<file path="src/rtl/fetch_unit.sv">
// Instruction fetch stage: issues in-order instruction-memory requests, buffers
// the responses with their PCs and presents one {pc, inst} per cycle to decode.
module fetch_unit #(
  parameter logic [31:0] RESET_PC = 32'h0000_0000,
  parameter int unsigned FQ_DEPTH = 4,
  parameter logic [31:0] NOP_INST = 32'h0000_0013
) (
  input  logic        clk,
  input  logic        rst,
  input  logic        i_stall,
  input  logic        i_redirect,
  input  logic [31:0] i_redirect_pc,
  output logic        o_imem_req,
  output logic [31:0] o_imem_addr,
  input  logic        i_imem_gnt,
  input  logic        i_imem_rvalid,
  input  logic [31:0] i_imem_rdata,
  output logic [31:0] o_f_pc,
  output logic [31:0] o_f_inst,
  output logic        o_f_valid
);

  localparam int unsigned PW = $clog2(FQ_DEPTH);
  localparam int unsigned CW = PW + 1;
  localparam logic [CW:0] DEPTH_C = (CW+1)'(FQ_DEPTH);

  typedef struct packed {
    logic [31:0] pc;
    logic [31:0] inst;
  } fq_entry_t;

  fq_entry_t     fq_q [FQ_DEPTH];
  logic [PW-1:0] rd_ptr_q, rd_ptr_d;
  logic [PW-1:0] wr_ptr_q, wr_ptr_d;
  logic [CW-1:0] count_q, count_d;
  logic [CW-1:0] out_q, out_d;
  logic [CW-1:0] drop_q, drop_d;
  logic [31:0]   pc_q, pc_d;
  logic [31:0]   rpc_q, rpc_d;

  logic [CW:0]   in_use;
  logic [31:0]   target_pc;
  logic          fire, rsp_live, empty, pop, push;
  logic [1:0]    unused_pc_lsbs;

  assign unused_pc_lsbs = i_redirect_pc[1:0];
  assign target_pc      = {i_redirect_pc[31:2], 2'b00};

  // Capacity counts only responses that will actually land in the queue.
  assign in_use     = {1'b0, count_q} + {1'b0, out_q - drop_q};
  assign o_imem_req = !rst && !i_redirect && (in_use < DEPTH_C);
  assign o_imem_addr = pc_q;

  assign fire     = o_imem_req && i_imem_gnt;
  assign rsp_live = i_imem_rvalid && (out_q != '0);
  assign empty    = (count_q == '0);
  assign pop      = !i_stall && !empty && !i_redirect;
  assign push     = rsp_live && (drop_q == '0) && !i_redirect;

  assign o_f_valid = !empty && !i_redirect;
  assign o_f_pc    = o_f_valid ? fq_q[rd_ptr_q].pc   : rpc_q;
  assign o_f_inst  = o_f_valid ? fq_q[rd_ptr_q].inst : NOP_INST;

  always_comb begin
    // NOTE: every signal assigned here gets a default first so no latch is inferred.
    pc_d     = pc_q;
    rpc_d    = rpc_q;
    rd_ptr_d = rd_ptr_q;
    wr_ptr_d = wr_ptr_q;
    count_d  = count_q;
    out_d    = out_q;
    drop_d   = drop_q;

    if (i_redirect) begin
      pc_d     = target_pc;
      rpc_d    = target_pc;
      rd_ptr_d = '0;
      wr_ptr_d = '0;
      count_d  = '0;
      out_d    = out_q - CW'(rsp_live);
      // Everything still in flight after this cycle belongs to the old path.
      drop_d   = out_d;
    end else begin
      if (fire) pc_d = pc_q + 32'd4;
      out_d = out_q + CW'(fire) - CW'(rsp_live);
      if (rsp_live && (drop_q != '0)) drop_d = drop_q - CW'(1);
      if (push) begin
        wr_ptr_d = wr_ptr_q + PW'(1);
        rpc_d    = rpc_q + 32'd4;
      end
      if (pop) rd_ptr_d = rd_ptr_q + PW'(1);
      count_d = count_q + CW'(push) - CW'(pop);
    end
  end

  always_ff @(posedge clk) begin
    // NOTE: sequential state uses non-blocking assignments so all flops update together.
    if (rst) begin
      pc_q     <= RESET_PC;
      rpc_q    <= RESET_PC;
      rd_ptr_q <= '0;
      wr_ptr_q <= '0;
      count_q  <= '0;
      out_q    <= '0;
      drop_q   <= '0;
    end else begin
      pc_q     <= pc_d;
      rpc_q    <= rpc_d;
      rd_ptr_q <= rd_ptr_d;
      wr_ptr_q <= wr_ptr_d;
      count_q  <= count_d;
      out_q    <= out_d;
      drop_q   <= drop_d;
    end
  end

  // NOTE: queue storage is not reset; count_q alone decides which entries are valid.
  always_ff @(posedge clk) begin
    if (push && !rst) fq_q[wr_ptr_q] <= '{pc: rpc_q, inst: i_imem_rdata};
  end

endmodule
</file>
<file path="config.mk">
export PLATFORM = sky130hd
export DESIGN_NAME = fetch_unit
export DESIGN_NICKNAME = d
export VERILOG_FILES = /design/src/rtl/fetch_unit.sv
export SDC_FILE = /design/constraint.sdc
export NUM_CORES = 1
export LEC_CHECK = 0
export ABC_AREA = 1
export BUFFER_PORTS_ARGS = -buffer_cell sky130_fd_sc_hd__buf_2
export CORE_MARGIN = 2
export CORE_UTILIZATION = 55
export DETAILED_ROUTE_END_ITERATION = 8
export GPL_TIMING_DRIVEN = 0
export PLACE_DENSITY = 0.76
export SLEW_MARGIN = 40
export SYNTH_ARGS = -nofsm -noshare
export SYNTH_HDL_FRONTEND = slang
export SYNTH_SLANG_ARGS = --single-unit
export TNS_END_PERCENT = 1
</file>
<file path="constraint.sdc">
create_clock -name clk -period 5.4 [get_ports clk]
set_input_delay 0.54 -clock clk [delete_from_list [all_inputs] [get_ports clk]]
set_output_delay 0.54 -clock clk [all_outputs]
set_load 0.02 [all_outputs]
</file>
Word level (Yosys, flattened, before mapping)

Memories as Yosys holds them, arrays and structs flattened. A register that Yosys moved wholly into a read port is not among the register bits.
Cells that the tools add are included.

Memory bits (read-only): 0
Output and inout bits: 98
Bits of input ports: 70
RAM bits: 256
Bits in registers: 77
Latch bits: 0
Memories kept: 1

Divide/modulo/power cells: 0
Reduce and logical (&&, ||, !) cells: 23
Shift-type cells: 0
Bitwise operators: 0
Order comparisons: 1
Multipliers: 0
$add $sub $neg: 12
Equal/unequal tests: 0
Muxes and demuxes: 13

Memory list:

| memory | words | width | read ports | clocked after memory_dff | wr ports | RTL line | text |
|---|---|---|---|---|---|---|---|
| fq_q   | 4     | 64    | 1          | 1                        | 1        | 32       | `fq_entry_t fq_q [FQ_DEPTH];` |

Operator list:

| operator                                                                      | count |
|---|---|
| 32-bit 2-to-1 mux                                                             | 6 |
| 32-bit by 3-bit adder with 32-bit output (second input constant)              | 2 |
| 1-bit logical AND                                                             | 11 |
| 3-bit 2-to-1 mux                                                              | 3 |
| 3-bit by 1-bit subtractor with 3-bit output                                   | 3 |
| 3-bit by 1-bit adder with 3-bit output                                        | 2 |
| 3-bit zero test                                                               | 2 |
| 2-bit nonzero test                                                            | 3 |
| 3-bit nonzero test                                                            | 2 |
| 2-bit by 1-bit adder with 2-bit output (second input constant)                | 2 |
| 3-bit by 3-bit adder with 4-bit output                                        | 1 |
| 1-bit zero test                                                               | 4 |
| 4-bit by 3-bit less-than comparator with 1-bit output (second input constant) | 1 |
| 2-bit 2-to-1 mux                                                              | 2 |
| 3-bit by 1-bit subtractor with 3-bit output (second input constant)           | 1 |
| 3-bit subtractor                                                              | 1 |
| 1-bit 2-to-1 mux                                                              | 2 |
| 2-bit OR reduction                                                            | 1 |

Longest topological paths before layout

Gate-level depths: netlist (run 1).

Word-level depth: 8
Mapped depth: 19

Least setup slack after synthesis (run 1)

OpenSTA, ideal clock, no wires.

Kind: input to register
Start point: input i_redirect
End point: memory fq_q[0][0] (netlist name), enable pin
Arrival: 3.710 ns
Stages on the path: 6
Path slack: 1.208 ns
Path buffers: 1
Library setup time: 0.482 ns
Cell sequence: buf_4 > nor2_8 > inv_1 > nor2_1 > inv_1 > nor2_1

Cells in the longest elaborated chain, start to end: 5

RTL lines:

| item                                   | RTL line | text |
|---|---|---|
| start, declared                        | 11       | `input logic i_redirect,` |
| 1-bit zero test                        | 58       | `assign push = rsp_live && (drop_q == '0) && !i_redirect;` |
| 1-bit logical AND                      | 58       |  |
| 1-bit logical AND                      | 119      | `if (push && !rst) fq_q[wr_ptr_q] <= '{pc: rpc_q, inst: i_imem_rdata};` |
| 1-bit 2-to-1 mux                       | 119      |  |
| 1-bit 2-to-1 mux (implied by the code) | 119      |  |
| end, declared                          | 32       |  |

No other way between the ends.

Worst setup path in the final report (run 1)

Start point: register out_q[0]
End point: register out_q[2]

Cells in the longest elaborated chain, start to end: 8
Elaborated cells on any way between the ends: 11
Classes of those cells: add/sub (5); order compare (1); mux (1); reduce/logical (4)

RTL lines:

| item                                                  | RTL line | text |
|---|---|---|
| start, declared                                       | 36       | `logic [CW-1:0] out_q, out_d;` |
| start signal, assigned                                | 112      | `out_q <= out_d;` |
| 3-bit subtractor                                      | 50       | `assign in_use = {1'b0, count_q} + {1'b0, out_q - drop_q};` |
| 3-bit by 3-bit adder with 4-bit output                | 50       |  |
| 4-bit by 3-bit less-than comparator with 1-bit output | 51       | `assign o_imem_req = !rst && !i_redirect && (in_use < DEPTH_C);` |
| 1-bit logical AND                                     | 51       |  |
| 1-bit logical AND                                     | 54       | `assign fire = o_imem_req && i_imem_gnt;` |
| 3-bit by 1-bit adder with 3-bit output                | 85       | `out_d = out_q + CW'(fire) - CW'(rsp_live);` |
| 3-bit by 1-bit subtractor with 3-bit output           | 85       |  |
| 3-bit 2-to-1 mux *                                    | 74       | `if (i_redirect) begin` |

Mark *: on every way between the ends. The rest lies on a longest branch, timed or not.
A chain may end at the register's enable or synchronous reset.

==> results.json, run 1 <==
{
  "leakagePower_nw": 6.73,
  "clk_latency_ps": 510,
  "wl_per_cell_um": 18.1,
  "drive_above_1_share_pct": 15.2,
  "synth_area_per_cell_um2": 9.30,
  "hold_path.class": "input port to flop",
  "port_buffers": 159,
  "syn-cell-area_um2": 14800,
  "die_w_um": 168,
  "grt_antenna_before_repair": 1,
  "coreArea_um2": 26700,
  "ir_drop_mv": 0.222,
  "synth_top_area_share_pct": 50.3,
  "grt_first_pass_wirelength_um": 61000,
  "ant_nets": 0,
  "maxSlewViolCount": 0,
  "syn_to_final_growth_pct": 18.0,
  "routed_wl_um": 39400,
  "grt_overflow": 0,
  "ys_top_cells_by_count": "nand2_1, nor2_1, edfxtp_1, o21ai_0, inv_1",
  "gr-usage-all-layers_pct": 27.7,
  "power.density_nw_per_um2": 328,
  "min_path_cells": 1,
  "cts_resized": 0,
  "pre_cts_slack_ps": 1790,
  "fin_ws_ps": 1810,
  "hp-start": "i_imem_rdata[25]",
  "synth_cell_type_count": 42,
  "finish.utilization_pct": 65.4,
  "critical_path_class": "flop to flop",
  "n_antenna_cell": 0,
  "die-height_um": 168,
  "clock_path_buffers": 3,
  "layout.nets": 1895,
  "seq_area_frac_synth_pct": 60.4,
  "yosys-top-cells-area": "edfxtp_1, dfxtp_1, nand2_1, nor2_1, o21ai_0",
  "die-area_um2": 28200,
  "rsz0062_at_grt": "false",
  "viasPerCell": 5.58,
  "crit_arrival_ps": 3960,
  "post_cts_buffers": 0,
  "clock_skew_ps": 17.2,
  "r2r_slack_ps": 1810,
  "yosysTopAreaCell": "edfxtp_1",
  "fin_crit_ps": 3590,
  "drv_cap": 0,
  "clock_sinks": 323,
  "r2r_cells": 19,
  "crit_required_ps": 5760,
  "worstPathMaxFanout": 10,
  "numCtsBuffers": 34,
  "fmax_mhz": 278,
  "slew_headroom_pct": 53.0,
  "period_share_pct": 66.5,
  "io_pins": 168,
  "rows": 60,
  "timing.rr.end": "out_q[2]",
  "r2r_start": "out_q[0]",
  "setup-tns-final_ps": 0,
  "hold_viol": 0,
  "synthFlopType": "edfxtp_1",
  "grt_max_degree": 20,
  "path_clk_slew_ps": 60,
  "cts_tree": "built",
  "start_util_pct": 55.4,
  "first_global_vias": 11500,
  "synth_warnings": 0,
  "cts_root_buf": "clkbuf_16",
  "drt_iter0_markers": 1238,
  "setup.worst_path.end_class": "flop",
  "routabilityCongestion": 0.971,
  "first_pass_iters": 5,
  "min_to": "fq_q[0][25]",
  "async_flop_share_pct": 0,
  "via_count": 12100,
  "ys_ff_latch": 323,
  "post-dp-hpwl_um": 28200,
  "tightest_slew_ps": 705,
  "crit_path_start_kind": "flop",
  "drc": 0,
  "yosysMostFrequentCell": "nand2_1",
  "cts.htree.levels": 2,
  "synth_edf_count": 248,
  "outcome": "finished, final reports clean",
  "holdBufCountCts": 0,
  "setup_violations": 0,
  "syn-instance-count": 1592
}
## metal layers
metal	vias to the layer above	track usage [%]	routed length [um]
li1	5823	-	-
met1	5599	36.6	15900
met2	590	46.9	18700
met3	93	3.95	3490
met4	2	10.1	1300
met5	-	0	13
## registers in the layout (all words and copies together), names as in the netlist, named ones only
register     flops
fq_q           248
o_imem_addr     30
rpc_q           30
count_q          3
drop_q           3
out_q            3
rd_ptr_q         2
wr_ptr_q         2
## cell families (layout without fill, tap and decap cells)
kind of cell               Yosys count  count (layout)  share of synthesized area [%]
other                                1               4                         0.0253
AOI/OAI and AO/OA                  331             331                           11.7
and+or+nand+nor                    706             706                           19.6
buffers and inverters              195             430                           5.42
xor gates and xnor gates            16              16                          0.947
DFF                                323             323                           60.4
adders and majority gates           20              20                           1.84
## cell usage in the layout, fill, tap and decap left out, drive strengths merged, types with 5 or more instances in the layout
cell / instances
a21oi: 82
or2: 5
o22ai: 30
o21ai: 205
nand2: 302
nand3: 80
nor2: 293
xor2: 10
nor3: 11
xnor2: 6
inv: 118
clkinv: 19
dfxtp: 75
ha: 17
buf: 204
nand3b: 7
edfxtp: 248
clkbuf: 87
## final cells by class
cell class,count,area (um2)
buffer,76,350
clock buffer,41,908
clock inverter,20,171
fill,2137,9260
inverter,119,452
multi-input combinational,1077,5090
sequential,323,8950
tap,341,427
timing repair buffer,174,1120
## metrics by stage
step / hold slack, ps / instance area [um2] / cells / total power [mW]
after floorplan: 436 / 14800 / 1595 / 3.29
final: 237 / 17500 / 2171 / 5.73
after CTS: 222 / 17500 / 2171 / 5.74
after global routing: 226 / 17500 / 2171 / 5.93
after global placement: 453 / 16000 / 2095 / 3.51
after detailed placement: 464 / 16400 / 2110 / 3.53
## power breakdown
| group | internal, mW | switching [mW] | total, mW |
|---|---|---|---|
| sequential | 2.77 | 0.101 | 2.87 |
| clock | 1.30 | 0.936 | 2.24 |
| combinational | 0.208 | 0.410 | 0.618 |
| total | 4.28 | 1.45 | 5.73 |
## worst max-delay path by stage
stage	startpoint	depth (start not counted)	endpoint	slack, ps
finish	out_q[0]	19	out_q[2]	1810
global route	out_q[0]	19	out_q[2]	1510
CTS	out_q[0]	19	out_q[2]	1790
detailed placement	out_q[0]	19	out_q[2]	1790
global placement	i_redirect	6	fq_q[1][5]	-1130
floorplan	i_redirect	6	fq_q[0][0]	1210
## critical path, stage by stage (launching register included)
cell and delay [ps]:
dfxtp_1 310, inv_1 110, ha_1 160, inv_1 50
fa_1 380, xnor2_1 170, xor2_1 160, ha_1 240
inv_1 60, nand2_2 60, nor2_4 130, nand2_4 110
buf_6 170, ha_1 270, inv_1 40, ha_1 180
fa_1 390, or2_2 310, nand3_1 70, a21oi_1 70
Power figures use the tool's default switching activity.
==> inputs of run 2 (changes only) <==
--- a/config.mk
+++ b/config.mk
@@ -8,7 +8,7 @@
 export ABC_AREA = 1
 export BUFFER_PORTS_ARGS = -buffer_cell sky130_fd_sc_hd__buf_2
 export CORE_MARGIN = 2
-export CORE_UTILIZATION = 55
+export CORE_UTILIZATION = 53
 export DETAILED_ROUTE_END_ITERATION = 8
 export GPL_TIMING_DRIVEN = 0
 export PLACE_DENSITY = 0.76
==> constraint.sdc (replaced) <==
create_clock -name clk -period 3.3 [get_ports clk]
set_input_delay 0.33 -clock clk [delete_from_list [all_inputs] [get_ports clk]]
set_output_delay 0.33 -clock clk [all_outputs]
set_load 0.02 [all_outputs]
==> run 2 against run 1 <==
First-iteration DRC count is 5.8% lower; die area is 3.7% higher; worst hold slack worse by 220 ps; setup slack worse by 1700 ps; design area is 1.2% higher; register-to-register slack worse by 1700 ps; clock skew is 3.9 ps lower; largest cell class unchanged; sequential power is 64% higher; utilization is 1.3 points lower; critical path type unchanged; wire length is 1.8% higher; non-clock buffer count is 4 higher; highest routed layer is now met4; via count is 1.5% higher.
==> results.json, run 2 (synthesized netlist as in run 1, its figures left out) <==
{
  "outcome": "finished, final reports clean",
  "drv_cap": 0,
  "dp.cells": 2148,
  "maxSlewViolCount": 0,
  "ant_nets": 0,
  "regMostFlops": "fq_q",
  "worstPathMaxFanout": 2,
  "first_pass_iters": 7,
  "r2r_slack_ps": 130,
  "r2r_start": "out_q[0]",
  "fmax_mhz": 315,
  "io_pins": 168,
  "pre_cts_slack_ps": -291,
  "path_depth": 18,
  "via_count": 12300,
  "timing.rr.end": "out_q[2]",
  "drc": 0,
  "period_share_pct": 96.1,
  "post-dp-hpwl_um": 28300,
  "grt_first_pass_wirelength_um": 61400,
  "start_util_pct": 53.6,
  "clock_sinks": 323,
  "numCtsBuffers": 34,
  "cts.htree.levels": 2,
  "cts_tree": "built",
  "clock_skew_ps": 13.3,
  "r2r_cells": 18,
  "crit_arrival_ps": 3550,
  "mostFrequentLayoutCell": "nand2_1",
  "layout.nets": 1899,
  "path_cells": "inv_2, ha_4, inv_2, fa_2, xnor2_2, xor2_1, ha_1, inv_1, nand2_2, nor2_4, nand2_8, ha_1, inv_1, ha_2, fa_2, or2_4, nand3_2, a21oi_2",
  "mostFrequentLayoutCells": "nand2_1, nor2_1, edfxtp_1",
  "grt_max_degree": 18,
  "path_clk_slew_ps": 60,
  "holdBufCountCts": 0,
  "path_buf_inv": 4,
  "first_global_vias": 11600,
  "path_delay_family": "adder cells",
  "drt_iter0_markers": 1166,
  "cts_root_buf": "clkbuf_16",
  "coreArea_um2": 27600,
  "hold_viol": 0,
  "fin_ws_ps": 128,
  "cpPeakStageDelay_ps": 360,
  "startpoint": "out_q[0]",
  "routed_wl_um": 40100,
  "largest_reg_flops": 248,
  "slew_headroom_pct": 50.9,
  "fin_crit_ps": 3170,
  "cp-endpoint": "out_q[2]",
  "finish.utilization_pct": 64.0,
  "postPlaceCellArea_um2": 16500,
  "clk_latency_ps": 520,
  "leakagePower_nw": 6.79,
  "setup_violations": 0,
  "ir_drop_mv": 0.448,
  "finish.instance_area_um2": 17700,
  "crit_required_ps": 3680,
  "wl_per_cell_um": 18.1,
  "tightest_slew_ps": 736,
  "power.density_nw_per_um2": 547,
  "rsz0062_at_grt": "false",
  "final_cells": 2213,
  "critical_path_class": "flop to flop",
  "die-height_um": 171,
  "die-area_um2": 29300,
  "drive_above_1_share_pct": 16.4,
  "grt_antenna_before_repair": 0,
  "hold_path.class": "input port to flop",
  "critPathSlowestCell": "fa_2",
  "grt_overflow": 0,
  "setup.worst_path.end_class": "flop",
  "clock_path_buffers": 3,
  "syn_to_final_growth_pct": 19.5,
  "gr-usage-all-layers_pct": 27.2,
  "routabilityCongestion": 0.981,
  "port_buffers": 159,
  "power.total_mw": 9.68,
  "rows": 61,
  "die_w_um": 171,
  "setup-tns-final_ps": 0,
  "crit_path_start_kind": "flop",
  "hold_slack_ps": 21.7,
  "viasPerCell": 5.56
}
-- run 2: cell types whose count changed in the layout (fill, tap and decap cells not counted), sizes merged --
cell	change
diode	+1
clkinv	-4
inv	+2
bufinv	+2
buf	+4
-- run 2: routing by layer --
metal,wire length [um],global-route usage (%),vias up
met4,1370,10.3,0
met5,0,0,-
li1,-,-,5831
met3,3290,4.02,93
met1,16300,35.2,5752
met2,19100,46.5,618
-- run 2: final cells by class --
class | count | area (um2)
fill | 2208 | 9940
multi-input combinational | 1077 | 5140
tap | 378 | 473
clock inverter | 20 | 220
antenna | 1 | 2.50
buffer | 75 | 339
clock buffer | 41 | 928
timing repair buffer | 179 | 1180
inverter | 119 | 452
sequential | 323 | 8950
-- run 2: how the worst min path moves through the flow --
stage / depth (start not counted) / slack (ps) / endpoint / from
after floorplan: 0 / 430 / fq_q[0][0] / i_imem_rdata[0]
after global routing: 1 / 10 / fq_q[3][18] / i_imem_rdata[18]
final: 1 / 20 / fq_q[0][13] / i_imem_rdata[13]
after CTS: 1 / 5 / fq_q[0][13] / i_imem_rdata[13]
after detailed placement: 2 / 460 / rd_ptr_q[1] / rd_ptr_q[1]
after global placement: 1 / 450 / rd_ptr_q[0] / rd_ptr_q[0]
-- run 2: what timing repair did --
| item | in CTS | in global routing |
|---|---|---|
| setup endpoints to repair | 2 | 2 |
| buffers inserted | 2 | 2 |
| gates resized for setup | 6 | 8 |
| pin swaps | 5 | 6 |
| hold endpoints to repair | 0 | 0 |
-- run 2: worst register-to-register path, stage by stage (launching register included) --
cell     delay (ps)
dfxtp_2         320
inv_2            80
ha_4            130
inv_2            30
fa_2            360
xnor2_2         140
xor2_1          150
ha_1            270
inv_1            60
nand2_2          60
nor2_4          170
nand2_8          70
ha_1            260
inv_1            40
ha_2            170
fa_2            350
or2_4           240
nand3_2          60
a21oi_2          60
-- run 2: where the power goes --
group	internal [mW]	total, mW	switching, mW
combinational	0.375	1.08	0.705
clock	2.34	3.90	1.57
sequential	4.53	4.70	0.167
==> inputs of run 3 (changes only) <==
--- a/config.mk
+++ b/config.mk
@@ -8,10 +8,9 @@
 export ABC_AREA = 1
 export BUFFER_PORTS_ARGS = -buffer_cell sky130_fd_sc_hd__buf_2
 export CORE_MARGIN = 2
-export CORE_UTILIZATION = 53
+export CORE_UTILIZATION = 45
 export DETAILED_ROUTE_END_ITERATION = 8
 export GPL_TIMING_DRIVEN = 0
-export PLACE_DENSITY = 0.76
 export SLEW_MARGIN = 40
 export SYNTH_ARGS = -nofsm -noshare
 export SYNTH_HDL_FRONTEND = slang
==> constraint.sdc (replaced) <==
create_clock -name clk -period 3 [get_ports clk]
set_input_delay 0.3 -clock clk [delete_from_list [all_inputs] [get_ports clk]]
set_output_delay 0.3 -clock clk [all_outputs]
set_load 0.02 [all_outputs]
==> run 3 against run 2 <==
The run now ends with setup timing left; clock skew is 1.1 ps lower; critical path type unchanged; power increased by 9.1%; setup slack lost 200 ps; wire length is 3.4% higher; utilization fell by 8.3 points; sequential share of layout area is 1.1 points lower; via count is 2.0% lower; largest power group unchanged; maximum frequency up 3.3%; worst hold slack improved by 20 ps.
==> results.json, run 3 (synthesized netlist as in run 1, its figures left out) <==
{
  "start_util_pct": 45.6,
  "largest_reg_flops": 248,
  "crit_arrival_ps": 3450,
  "rows": 66,
  "drv_cap": 0,
  "pwr-share-clk_pct": 39.2,
  "grt_overflow": 0,
  "routabilityCongestion": 0.954,
  "post-dp-hpwl_um": 29400,
  "cts_root_buf": "clkbuf_16",
  "slew_headroom_pct": 51.7,
  "drc": 0,
  "worstPathMaxFanout": 2,
  "n_antenna_cell": 0,
  "setup.worst_path.end_class": "flop",
  "rsz0062_at_grt": "true",
  "crit_required_ps": 3380,
  "routed_wl_um": 41500,
  "clock_path_buffers": 3,
  "r2r_cells": 18,
  "fill_cells": 2901,
  "crit_path_start_kind": "flop",
  "finish.utilization_pct": 55.8,
  "clock_sinks": 323,
  "tightest_slew_ps": 724,
  "hold_slack_ps": 41.8,
  "period_share_pct": 102,
  "min_path_cells": 2,
  "ant_nets": 0,
  "wl_per_cell_um": 17.9,
  "drt_iter0_markers": 838,
  "violations": "setup timing",
  "switching_share_pct": 25.4,
  "clk_latency_ps": 520,
  "mostFrequentLayoutCell": "nand2_1",
  "cts_tree": "built",
  "clock_skew_ps": 12.2,
  "regMostFlops": "fq_q",
  "drive_above_1_share_pct": 16.2,
  "grt_max_degree": 18,
  "path_clk_slew_ps": 60,
  "viasPerCell": 5.21,
  "critical_path_class": "flop to flop",
  "io_pins": 168,
  "grt_first_pass_wirelength_um": 63400,
  "setup_violations": 1,
  "ir_drop_mv": 0.384,
  "layout.nets": 1935,
  "cts.htree.levels": 2,
  "maxSlewViolCount": 0,
  "p_sw_mw": 2.68,
  "fin_ws_ps": -70.4,
  "die_w_um": 185,
  "pwr-share-comb_pct": 11.8,
  "power.density_nw_per_um2": 584,
  "port_buffers": 159,
  "first_global_vias": 11500,
  "grt_antenna_before_repair": 0,
  "via_count": 12000,
  "hold_path.class": "input port to flop",
  "intPower_mw": 7.88,
  "die-height_um": 185,
  "fmax_mhz": 326,
  "mostFrequentLayoutCells": "nand2_1, nor2_1, edfxtp_1",
  "syn_to_final_growth_pct": 22.2,
  "first_pass_iters": 5,
  "fin_crit_ps": 3070,
  "outcome": "finished, violations left",
  "gr-usage-all-layers_pct": 24.2,
  "leakagePower_nw": 6.93,
  "p_seq_share_pct": 49.0,
  "die-area_um2": 34400,
  "numCtsBuffers": 36,
  "hold_viol": 0,
  "coreArea_um2": 32500
}
-- run 3: cell types whose count changed in the layout (fill, tap and decap cells not counted), sizes merged --
cell and delta:
diode -1, bufinv -2, buf +1, clkbuf +8, dlygate4sd3 +32, inv -2
-- run 3: critical path: stages, from the launching register on --
cell and delay [ps]:
dfxtp_2 330, inv_2 70, ha_4 120, inv_2 30, fa_2 340, xnor2_2 140
xor2_1 160, ha_1 270, inv_1 60, nand2_2 60, nor2_4 150, nand2_8 80
ha_4 260, inv_2 40, ha_4 150, fa_2 330, or2_4 230, nand3_2 60
a21oi_2 60
-- run 3: power groups by stage --
stage	combinational, mW	sequential [mW]	clock (mW)
final	1.24	5.17	4.14
after global routing	1.38	5.19	4.38
after CTS	1.23	5.17	4.21
after detailed placement	1.16	5.26	0
after global placement	1.12	5.26	0
after floorplan	0.725	5.23	0
-- run 3: timing repair --
action | in CTS | in global routing
hold endpoints to repair | 126 | 0
pin swaps | 7 | 2
setup buffers | 5 | 1
hold buffers | 32 | 0
setup endpoints to repair | 3 | 52
resized for setup | 6 | 10
cloned | 0 | 0
-- run 3: cell type report --
class	instances	area (um2)	area share [%]
flip-flops and latches	323	8950	49.5
clock buffers	48	966	5.34
inverters	119	452	2.50
repair buffers	213	1510	8.37
clock inverters	16	138	0.761
well taps	442	553	3.06
plain buffers	75	348	1.92
multi-input cells	1077	5170	28.6
-- run 3: per-stage QoR --
stage | TNS, ps | setup slack (ps) | power [mW] | area, um2 | cells
finish | -70.4 | -70.4 | 10.6 | 18100 | 2313
global route | -903 | -229 | 11.0 | 18100 | 2313
CTS | -90.2 | -90.2 | 10.6 | 18100 | 2312
detailed placement | -627 | -370 | 6.42 | 16600 | 2212
global placement | -384490 | -1920 | 6.38 | 16200 | 2196
floorplan | -29340 | -276 | 5.96 | 14900 | 1595
-- run 3: metal layers --
layer / vias to the layer above / global-route usage, % / wire, um
li1: 5902 / - / -
met1: 5615 / 31.6 / 18100
met2: 457 / 42.1 / 19800
met3: 72 / 3.26 / 2530
met4: 0 / 6.86 / 1020
met5: - / 0 / 0
-- run 3: worst paths after layout --
check | start | endpoint | slack [ps]
worst max register to register | out_q[0] | out_q[2] | -70
worst min register to register | rd_ptr_q[0] | rd_ptr_q[0] | 480
worst max-delay path | out_q[0] | out_q[2] | -70
worst min-delay path | rst | rpc_q[4] | 40
